`config.mk`:
```
export PLATFORM = sky130hd
export DESIGN_NAME = parking_occupancy_counter
export DESIGN_NICKNAME = d
export VERILOG_FILES = /design/src/rtl/parking_pkg.sv /design/src/rtl/sensor_debouncer.sv /design/src/rtl/parking_occupancy_counter.sv
export SDC_FILE = /design/constraint.sdc
export NUM_CORES = 1
export LEC_CHECK = 0
export ABC_AREA = 1
export BUFFER_PORTS_ARGS = -buffer_cell sky130_fd_sc_hd__buf_2
export CORE_MARGIN = 4
export CORE_UTILIZATION = 56
export DETAILED_ROUTE_END_ITERATION = 8
export GPL_ROUTABILITY_DRIVEN = 0
export PLACE_DENSITY = 0.84
export SLEW_MARGIN = 20
export SYNTH_ARGS = -nofsm -noshare
export SYNTH_HDL_FRONTEND = slang
export SYNTH_HIERARCHICAL = 1
export SYNTH_SLANG_ARGS = --single-unit
```
`constraint.sdc`:
```
create_clock -name clk -period 1.7 [get_ports clk]
set_input_delay 0.085 -clock clk [delete_from_list [all_inputs] [get_ports clk]]
set_output_delay 0.085 -clock clk [all_outputs]
set_load 0.02 [all_outputs]
```
`src/rtl/parking_pkg.sv`:
```
// Shared types and BCD helpers for the parking gate occupancy counter.
package parking_pkg;

  typedef logic [3:0] bcd_t;

  typedef enum logic [2:0] {
    IDLE,
    ENT1,
    ENT2,
    ENT3,
    EXT1,
    EXT2,
    EXT3,
    WAIT_CLR
  } gate_state_t;

  localparam int MAX_BCD_OCCUPANCY = 99;

  typedef struct packed {
    bcd_t tens;
    bcd_t ones;
  } bcd_pair_t;

  function automatic bcd_pair_t bcd_inc(input bcd_pair_t v);
    bcd_pair_t r;
    r = v;
    if (v.ones == 4'd9) begin
      r.ones = 4'd0;
      r.tens = v.tens + 4'd1;
    end else begin
      r.ones = v.ones + 4'd1;
    end
    return r;
  endfunction

  function automatic bcd_pair_t bcd_dec(input bcd_pair_t v);
    bcd_pair_t r;
    r = v;
    if (v.ones == 4'd0) begin
      r.ones = 4'd9;
      r.tens = v.tens - 4'd1;
    end else begin
      r.ones = v.ones - 4'd1;
    end
    return r;
  endfunction

endpackage

```
`src/rtl/sensor_debouncer.sv`:
```
// Two-flop synchronizer followed by a consecutive-cycle debounce filter.
module sensor_debouncer #(
  parameter int DEBOUNCE_CYCLES = 1_000_000
) (
  input  logic clk,
  input  logic rst_n,
  input  logic sensor_in,
  output logic sensor_deb
);

  localparam int CNT_W = (DEBOUNCE_CYCLES > 2) ? $clog2(DEBOUNCE_CYCLES) : 1;
  localparam logic [CNT_W-1:0] CNT_LAST = CNT_W'(DEBOUNCE_CYCLES - 1);

  logic             sync1_q, sync2_q;
  logic             deb_q, deb_d;
  logic [CNT_W-1:0] cnt_q, cnt_d;

  always_ff @(posedge clk or negedge rst_n) begin
    if (!rst_n) begin
      sync1_q <= 1'b0;
      sync2_q <= 1'b0;
      deb_q   <= 1'b0;
      cnt_q   <= '0;
    end else begin
      sync1_q <= sensor_in;
      sync2_q <= sync1_q;
      deb_q   <= deb_d;
      cnt_q   <= cnt_d;
    end
  end

  // Any cycle agreeing with the accepted level restarts the stability count.
  always_comb begin
    deb_d = deb_q;
    cnt_d = '0;
    if (sync2_q != deb_q) begin
      if (cnt_q == CNT_LAST) begin
        deb_d = sync2_q;
      end else begin
        cnt_d = cnt_q + CNT_W'(1);
      end
    end
  end

  assign sensor_deb = deb_q;

endmodule

```
`src/rtl/parking_occupancy_counter.sv`:
```
// Gate beam sequencer classifying entries/exits and keeping a BCD occupancy count.
module parking_occupancy_counter
  import parking_pkg::*;
#(
  parameter int CAPACITY        = 25,
  parameter int DEBOUNCE_CYCLES = 1_000_000
) (
  input  logic       clk,
  input  logic       rst_n,
  input  logic       sensor_a,
  input  logic       sensor_b,
  output logic [3:0] tens_digit,
  output logic [3:0] ones_digit,
  output logic       full,
  output logic       empty,
  output logic       entry_pulse,
  output logic       exit_pulse,
  output logic       reject_pulse
);

  localparam bcd_t CAP_TENS = bcd_t'(CAPACITY / 10);
  localparam bcd_t CAP_ONES = bcd_t'(CAPACITY % 10);

  logic        a_deb, b_deb;
  logic [1:0]  ab;
  gate_state_t state_q, state_d;
  logic        done_entry, done_exit;
  bcd_pair_t   occ_q, occ_d;
  logic        full_q, full_d, empty_q, empty_d;
  logic        entry_q, entry_d, exit_q, exit_d, reject_q, reject_d;
  logic        at_cap, at_zero;

  sensor_debouncer #(.DEBOUNCE_CYCLES(DEBOUNCE_CYCLES)) u_deb_a (
    .clk        (clk),
    .rst_n      (rst_n),
    .sensor_in  (sensor_a),
    .sensor_deb (a_deb)
  );

  sensor_debouncer #(.DEBOUNCE_CYCLES(DEBOUNCE_CYCLES)) u_deb_b (
    .clk        (clk),
    .rst_n      (rst_n),
    .sensor_in  (sensor_b),
    .sensor_deb (b_deb)
  );

  assign ab = {a_deb, b_deb};

  always_ff @(posedge clk or negedge rst_n) begin
    if (!rst_n) begin
      state_q <= IDLE;
    end else begin
      state_q <= state_d;
    end
  end

  // Jumps of both beams at once are treated as noise: park in WAIT_CLR until clear.
  always_comb begin
    state_d    = state_q;
    done_entry = 1'b0;
    done_exit  = 1'b0;
    case (state_q)
      IDLE: begin
        case (ab)
          2'b10:   state_d = ENT1;
          2'b01:   state_d = EXT1;
          2'b11:   state_d = WAIT_CLR;
          default: state_d = IDLE;
        endcase
      end
      ENT1: begin
        case (ab)
          2'b11:   state_d = ENT2;
          2'b00:   state_d = IDLE;
          2'b01:   state_d = WAIT_CLR;
          default: state_d = ENT1;
        endcase
      end
      ENT2: begin
        case (ab)
          2'b01:   state_d = ENT3;
          2'b10:   state_d = ENT1;
          2'b00:   state_d = IDLE;
          default: state_d = ENT2;
        endcase
      end
      ENT3: begin
        case (ab)
          2'b00: begin
            state_d    = IDLE;
            done_entry = 1'b1;
          end
          2'b11:   state_d = ENT2;
          2'b10:   state_d = WAIT_CLR;
          default: state_d = ENT3;
        endcase
      end
      EXT1: begin
        case (ab)
          2'b11:   state_d = EXT2;
          2'b00:   state_d = IDLE;
          2'b10:   state_d = WAIT_CLR;
          default: state_d = EXT1;
        endcase
      end
      EXT2: begin
        case (ab)
          2'b10:   state_d = EXT3;
          2'b01:   state_d = EXT1;
          2'b00:   state_d = IDLE;
          default: state_d = EXT2;
        endcase
      end
      EXT3: begin
        case (ab)
          2'b00: begin
            state_d   = IDLE;
            done_exit = 1'b1;
          end
          2'b11:   state_d = EXT2;
          2'b01:   state_d = WAIT_CLR;
          default: state_d = EXT3;
        endcase
      end
      WAIT_CLR: begin
        if (ab == 2'b00) state_d = IDLE;
      end
      default: state_d = IDLE;
    endcase
  end

  assign at_cap  = (occ_q.tens == CAP_TENS) && (occ_q.ones == CAP_ONES);
  assign at_zero = (occ_q.tens == 4'd0) && (occ_q.ones == 4'd0);

  // Flags are derived from the next count so they land with the digits.
  always_comb begin
    occ_d    = occ_q;
    entry_d  = 1'b0;
    exit_d   = 1'b0;
    reject_d = 1'b0;
    if (done_entry) begin
      if (at_cap) begin
        reject_d = 1'b1;
      end else begin
        occ_d   = bcd_inc(occ_q);
        entry_d = 1'b1;
      end
    end else if (done_exit) begin
      if (at_zero) begin
        reject_d = 1'b1;
      end else begin
        occ_d  = bcd_dec(occ_q);
        exit_d = 1'b1;
      end
    end
    full_d  = (occ_d.tens == CAP_TENS) && (occ_d.ones == CAP_ONES);
    empty_d = (occ_d.tens == 4'd0) && (occ_d.ones == 4'd0);
  end

  always_ff @(posedge clk or negedge rst_n) begin
    if (!rst_n) begin
      occ_q    <= '0;
      full_q   <= 1'b0;
      empty_q  <= 1'b1;
      entry_q  <= 1'b0;
      exit_q   <= 1'b0;
      reject_q <= 1'b0;
    end else begin
      occ_q    <= occ_d;
      full_q   <= full_d;
      empty_q  <= empty_d;
      entry_q  <= entry_d;
      exit_q   <= exit_d;
      reject_q <= reject_d;
    end
  end

  assign tens_digit   = occ_q.tens;
  assign ones_digit   = occ_q.ones;
  assign full         = full_q;
  assign empty        = empty_q;
  assign entry_pulse  = entry_q;
  assign exit_pulse   = exit_q;
  assign reject_pulse = reject_q;

endmodule

```
Yosys cells after proc, flatten, opt, wreduce, memory -nomap -nowiden
Index checks and enable logic that the tools add are counted.
{"block": "totals", "ff_bits": 62, "wordCells": 87}
{"block": "classes", "add_sub_neg": 6, "n_eq_ne": 20, "mux": 33, "n_reduce_logical": 12}
{"cell": "20-bit two-way mux", "n": 4}
{"cell": "3-bit one-hot mux with 3 select lines", "n": 6}
{"cell": "20-bit by 1-bit adder with 20-bit output, second input constant", "n": 2}
{"cell": "20-bit equality test, second input constant", "n": 2}
{"cell": "8-bit two-way mux", "n": 4}
{"cell": "3-bit one-hot mux with 8 select lines", "n": 1}
{"cell": "4-bit zero test", "n": 4}
{"cell": "4-bit two-way mux", "n": 4}
{"cell": "3-bit equality test, second input constant", "n": 4}
{"cell": "1-bit two-way mux", "n": 12}
{"cell": "4-bit by 1-bit adder with 4-bit output, second input constant", "n": 2}
{"cell": "4-bit by 2-bit equality test with 1-bit output, second input constant", "n": 2}
{"cell": "4-bit by 3-bit equality test with 1-bit output, second input constant", "n": 2}
{"cell": "4-bit by 1-bit subtractor with 4-bit output, second input constant", "n": 2}
{"cell": "3-bit by 2-bit equality test with 1-bit output, second input constant", "n": 2}
{"cell": "2-bit one-hot mux with 3 select lines", "n": 1}
{"cell": "2-bit equality test, second input constant", "n": 2}
{"cell": "4-bit equality test, second input constant", "n": 1}
{"cell": "1-bit logical AND", "n": 4}
{"cell": "2-bit AND reduction", "n": 2}
{"cell": "3-bit by 1-bit equality test with 1-bit output, second input constant", "n": 1}
{"cell": "3-bit zero test", "n": 1}
{"cell": "3-bit two-way mux", "n": 1}
{"cell": "2-bit by 1-bit equality test with 1-bit output, second input constant", "n": 1}
{"cell": "3 further kinds", "n": 4}

Longest topological paths before layout
{"block": "logic_depth", "depth_word": 7, "depth_mapped": 13, "mapped_depth_nobuf": 13}

Hierarchy
The synthesis kept the hierarchy.
{"module": "sensor_debouncer", "n_inst": 2, "cells_per_inst": 161, "area_per_inst_um2": 1287.5}
{"module": "parking_occupancy_counter", "n_inst": 1, "cells_per_inst": 193, "area_per_inst_um2": 1326.3}

Worst setup path after synthesis
Ideal clock, no wire load.
{"block": "synth_path", "kind": "register -> register", "start": "reg u_deb_a.deb_q, in the netlist u_deb_a/sensor_deb", "end": "reg full_q, in the netlist full", "setup_time_ps": 114, "arrival_time_ps": 1636, "t_required_ps": 1586, "slack_ps": -50, "stages_incl_launch_ff": 12, "path_buffers": 0, "cell_sequence": "dfrtp_1 inv_1 ha_1 nand4_2 nor2_2 nand2_1 nand2_1 nand2_1 nand2_2 nor2_1 nand2_1 nor2_2"}
{"item": "from (decl)", "line": "sensor_debouncer.sv:15", "text": "logic deb_q, deb_d;"}
{"item": "from (signal assigned)", "line": "sensor_debouncer.sv:22", "text": "deb_q <= 1'b0;"}
{"item": "from (signal assigned)", "line": "sensor_debouncer.sv:27", "text": "deb_q <= deb_d;"}
{"item": "to (signal assigned)", "line": "parking_occupancy_counter.sv:170", "text": "full_q <= full_d;"}
{"item": "to (decl)", "line": "parking_occupancy_counter.sv:29", "text": "logic full_q, full_d, empty_q, empty_d;"}

Final worst setup path
{"block": "layout_path", "start": "reg u_deb_a.deb_q, in the netlist u_deb_a/sensor_deb", "end": "reg state_q[0]"}
{"block": "layout_between", "elab_chain_len": 3, "word_cells_on_any_way": 13, "classes_between": "eq/ne: 4; mux: 8; reduce/logical: 1"}
{"item": "2-bit by 1-bit equality test with 1-bit output (tied with other cells)"}
{"item": "3-bit one-hot mux with 3 select lines (tied with other cells)", "line": "parking_occupancy_counter.sv:115", "text": "case (ab)"}
{"item": "3-bit one-hot mux with 8 select lines", "line": "parking_occupancy_counter.sv:62", "text": "case (state_q)"}
{"item": "to (signal assigned)", "line": "parking_occupancy_counter.sv:53", "text": "state_q <= state_d;"}
{"item": "to (decl)", "line": "parking_occupancy_counter.sv:26", "text": "gate_state_t state_q, state_d;"}
Parallel ways exist; a longest one is shown, timed or not.
A chain may end at the register's enable or synchronous reset.

==> out/results.txt <==
The number of clock sinks seen by CTS is 62, and the number of core rows is 30. The average cell area after synthesis is 7.58 sq um, and the worst-margin pin slew is 339 ps. For the worst-skew pair, the clock arrives at the later sink with an insertion delay of 340 ps.

The count of nets left with antenna violations once routing finished came out at 0. STA classifies the critical path startpoint as a register. The met2 wire length is 4230 um, and the post-route worst setup slack is 83.8 ps. The largest driver fanout on the critical path is 6, and the clock-pin slew reported for the worst setup and hold paths after clock tree synthesis is 80 ps. The total of buffers placed on input and output ports came out at 16. The final-stage net count was 577. Global routing finished with a remaining overflow of 0. The part of the cycle the worst path needs is 95.1%, and the area growth from synthesis to layout is 15.8%.

Cells with a size suffix above 1 make up 26.2% of the layout. After synthesis, the largest area contributor takes up 39.1% of total cell area. The total routed wirelength was 8660 um; the final setup violation count was 0. After filler insertion, the fill cell instance count of the layout stands at 535. The largest individual stage delay along the critical path comes from the cell sky130_fd_sc_hd__dfrtp_1. The initial core utilization is 57.4%. Initial antenna violation count: 0. The data required time of the critical path was 1900 ps; the detailed-placement wirelength estimate was 6230 um. Leakage power of the design: 2.05 nW. In this run, flip-flops and latches consume 54.8% of the power. The tools report the clock root buffer as sky130_fd_sc_hd__clkbuf_8. The fraction of power spent switching nets was 24.2%; the internal power was 2.08 mW. After detailed routing, the average wire length per cell comes to 13.1 um.

In this run the vertical extent of the chip is 91.5 um. Setup total negative slack on the finished layout was measured at 0 ps. The floorplan step defined a die boundary enclosing 0.00837 sq mm.

The detailed router put a total of 3820 um of wire on met1. The depth of the most critical reg-to-reg path is 7, and the via count of the first global-routing pass is 3,376. The Yosys step of the flow raised 6 warnings. Across the run, the number of max-cap violations was 0. Entering global routing, the biggest net connects 63 pins.

Violation count after the first detailed-route iteration: 167. The share of the Yosys chip area taken by registers is 39.8%. Detailed routing placed a total of 392 um of wire on met3.

The tools report the aggregate global-route resource usage as 21.7%. The final critical delay including setup and external delays was 1620 ps; the peak clock frequency supported by timing was 0.619 GHz. The number of buffers and inverters on the critical path works out to 1.

The buffer levels on the longest clock path is 2, and the H-tree depth reported by CTS is 3. For the clock tree skew after final layout, the log shows 12.1 ps. Counting every net in the synthesized netlist gives 532. The count of endpoints failing hold in the final timing report was 0; the final-layout worst hold slack was 259 ps. 17 I/O pins were placed. The logs give 1820 ps for the worst endpoint data arrival time and 515 for the post-synthesis instance total. The run finished with clean final reports. For the clock network power share, the log shows 41.9%. The type of the worst setup path is reg -> reg.

The distinct cell type count of the synthesized netlist is 32, and the count of unresolved DRC violations after routing is 0. For the worst vdd rail ir drop, the log shows 466 uV. Horizontal extent of the die: 91.5 um. STA classifies the critical path endpoint as a register. Yosys attributes the largest share of cell area to sky130_fd_sc_hd__dfrtp_1, sky130_fd_sc_hd__nand2_1, sky130_fd_sc_hd__nor2_1, sky130_fd_sc_hd__nand3_1, sky130_fd_sc_hd__inv_1. Worst hold-check path type: in -> async. The part of the total power dissipated in combinational logic is 3.3%. The pre-CTS worst setup slack is 1.90 ps.

Grouping stages by cell kind, the critical path spends the most delay in simple AND/OR/NAND/NOR gates. The register bit count reported by yosys was 62; the summed instance area of the synthesized netlist was 0.00390 sq mm. The tools report the number of pins with negative max-slew slack in the final report as 0. TritonCTS built the clock tree.

The pre-antenna-repair detailed-routing pass consisted of 5 iterations. The area of combinational cells with multiple inputs was 0.00220 sq mm. Walking the worst path, the cells encountered are buf_4 -> ha_1 -> nor2_2 -> or2_2 -> nor2_1 -> a221oi_2 -> nand3_1. The worst pin sits at a relative slew slack of 77.2%. In this run the power density over the cells is 607 mW/mm^2. The run gives 3,535 as the total vias in the final route.

The number of clock buffers added by TritonCTS is 9. Setup repair after global routing could not meet its margin everywhere. In this run the standard cell core region covers 0.00679 sq mm. Via count normalized by instance count: 5.35. The endpoint identified for the worst register-to-register timing path is state_q[0]$_DFFE_PN0P_. For this run, the share of the core covered by cells in the final layout is 66.5%.

The worst register-to-register path begins at u_deb_a/sensor_deb$_DFFE_PN0P_. Summed over all instances, the cell type with the most area after synthesis is sky130_fd_sc_hd__dfrtp_1. Registers take 0.00156 sq mm. The highest layer touched by signal routing is met4. For flop-to-flop paths, the worst setup slack is 80 ps. In this run the power spent charging and discharging nets is 0.665 mW. The tools report the global-route wire length before repair as 14,900 um. 0 antenna diodes ended up in the layout. The delay contributed by the slowest stage of the critical path is 390 ps.
[final cells by class]
class                      count  area share [%]
multi-input combinational    395            48.8
inverter                      57            4.76
tap                           96            2.66
sequential                    62            34.6
clock inverter                 6           0.831
clock buffer                  10            3.05
timing repair buffer          35            5.37
[flip-flops by register name, summed over array words and instances (netlist names), 3 cells and up]
| signal | count |
|---|---|
| state_q | 3 |
| u_deb_b/cnt_q | 20 |
| u_deb_a/cnt_q | 20 |
| tens_digit | 4 |
| ones_digit | 4 |
[worst reg2reg max path, delay by kind of cell (launching register included)]
kind | cells | cell delay, ps
AO/OA/AOI/OAI | 1 | 220
adder cells (fa/ha/maj) | 1 | 240
buffers and inverters | 1 | 170
flip-flops | 1 | 390
AND/OR/NAND/NOR | 4 | 460
[cell usage after synthesis, drive strengths merged]
cell type  instances
a21oi              7
a221oi             1
clkbuf             1
clkinv             1
dfrtp             61
dfstp              1
ha                13
inv               56
nand2            126
nand3             52
nand3b             2
nand4             12
nor2             125
nor3               8
nor3b              4
o211ai             1
o21ai             15
o22ai              4
o311ai             1
or2                3
xnor2              4
xor2              17
[kinds of logic (layout without fill, tap and decap cells)]
group	count (synthesis)	after routing	synth area share, %
compound gates	29	29	4.20
fa+ha+maj	13	13	4.17
buf+inv	58	108	5.64
simple gates	332	332	41.1
flops	62	62	39.8
xor+xnor	21	21	5.10
[power by group through the flow]
stage | logic [mW] | registers (mW) | clock network (mW)
3_5_place_dp | 0.0889 | 1.53 | 0
3_3_place_gp | 0.0857 | 1.53 | 0
2_1_floorplan | 0.0397 | 1.53 | 0
6_report | 0.0911 | 1.50 | 1.15
5_1_grt | 0.109 | 1.50 | 1.24
4_1_cts | 0.0943 | 1.50 | 1.18
[repair_timing]
item,in CTS,in global routing
hold buffers,3,0
resized for setup,2,29
pin swaps,1,3
setup endpoints to repair,2,3
endpoints found under the hold margin,63,0
setup buffers,0,3
[metal layers]
metal,global-route usage (%),vias up
met5,0,-
met4,10.8,0
met3,3.31,26
met2,34.8,100
met1,28.7,1675
li1,-,1734
[per-stage QoR]
step,instances,total power [mW],cell area [sq um]
final,661,2.74,4520
after global routing,661,2.86,4520
after CTS,658,2.78,4440
after detailed placement,639,1.62,4220
after global placement,639,1.62,4220
after floorplan,515,1.57,3910
[placed cells by master (no fill, tap or decap), types with 11 or more instances in the layout]
cell and count:
sky130_fd_sc_hd__nand3_1 44, sky130_fd_sc_hd__ha_1 11, sky130_fd_sc_hd__nand2_1 107, sky130_fd_sc_hd__nand2_2 19, sky130_fd_sc_hd__dfrtp_1 54, sky130_fd_sc_hd__buf_2 16
sky130_fd_sc_hd__xor2_1 15, sky130_fd_sc_hd__inv_1 44, sky130_fd_sc_hd__inv_2 12, sky130_fd_sc_hd__nor2_1 89, sky130_fd_sc_hd__nor2_2 27, sky130_fd_sc_hd__buf_4 15
[worst max path at each step]
stage                                    from                      to  slack (ps)  cells after the start
6_report       u_deb_a/sensor_deb$_DFFE_PN0P_  state_q[0]$_DFFE_PN0P_          80                      7
5_1_grt               tens_digit[1]$_DFF_PN0_         empty$_DFF_PN1_         -50                     12
4_1_cts               tens_digit[1]$_DFF_PN0_         empty$_DFF_PN1_          30                     10
3_5_place_dp   u_deb_a/sensor_deb$_DFFE_PN0P_  state_q[0]$_DFFE_PN0P_           2                      7
3_3_place_gp   u_deb_a/sensor_deb$_DFFE_PN0P_          full$_DFF_PN0_         100                     11
2_1_floorplan  u_deb_a/sensor_deb$_DFFE_PN0P_          full$_DFF_PN0_          30                     11
Power figures use the tool's default switching activity.
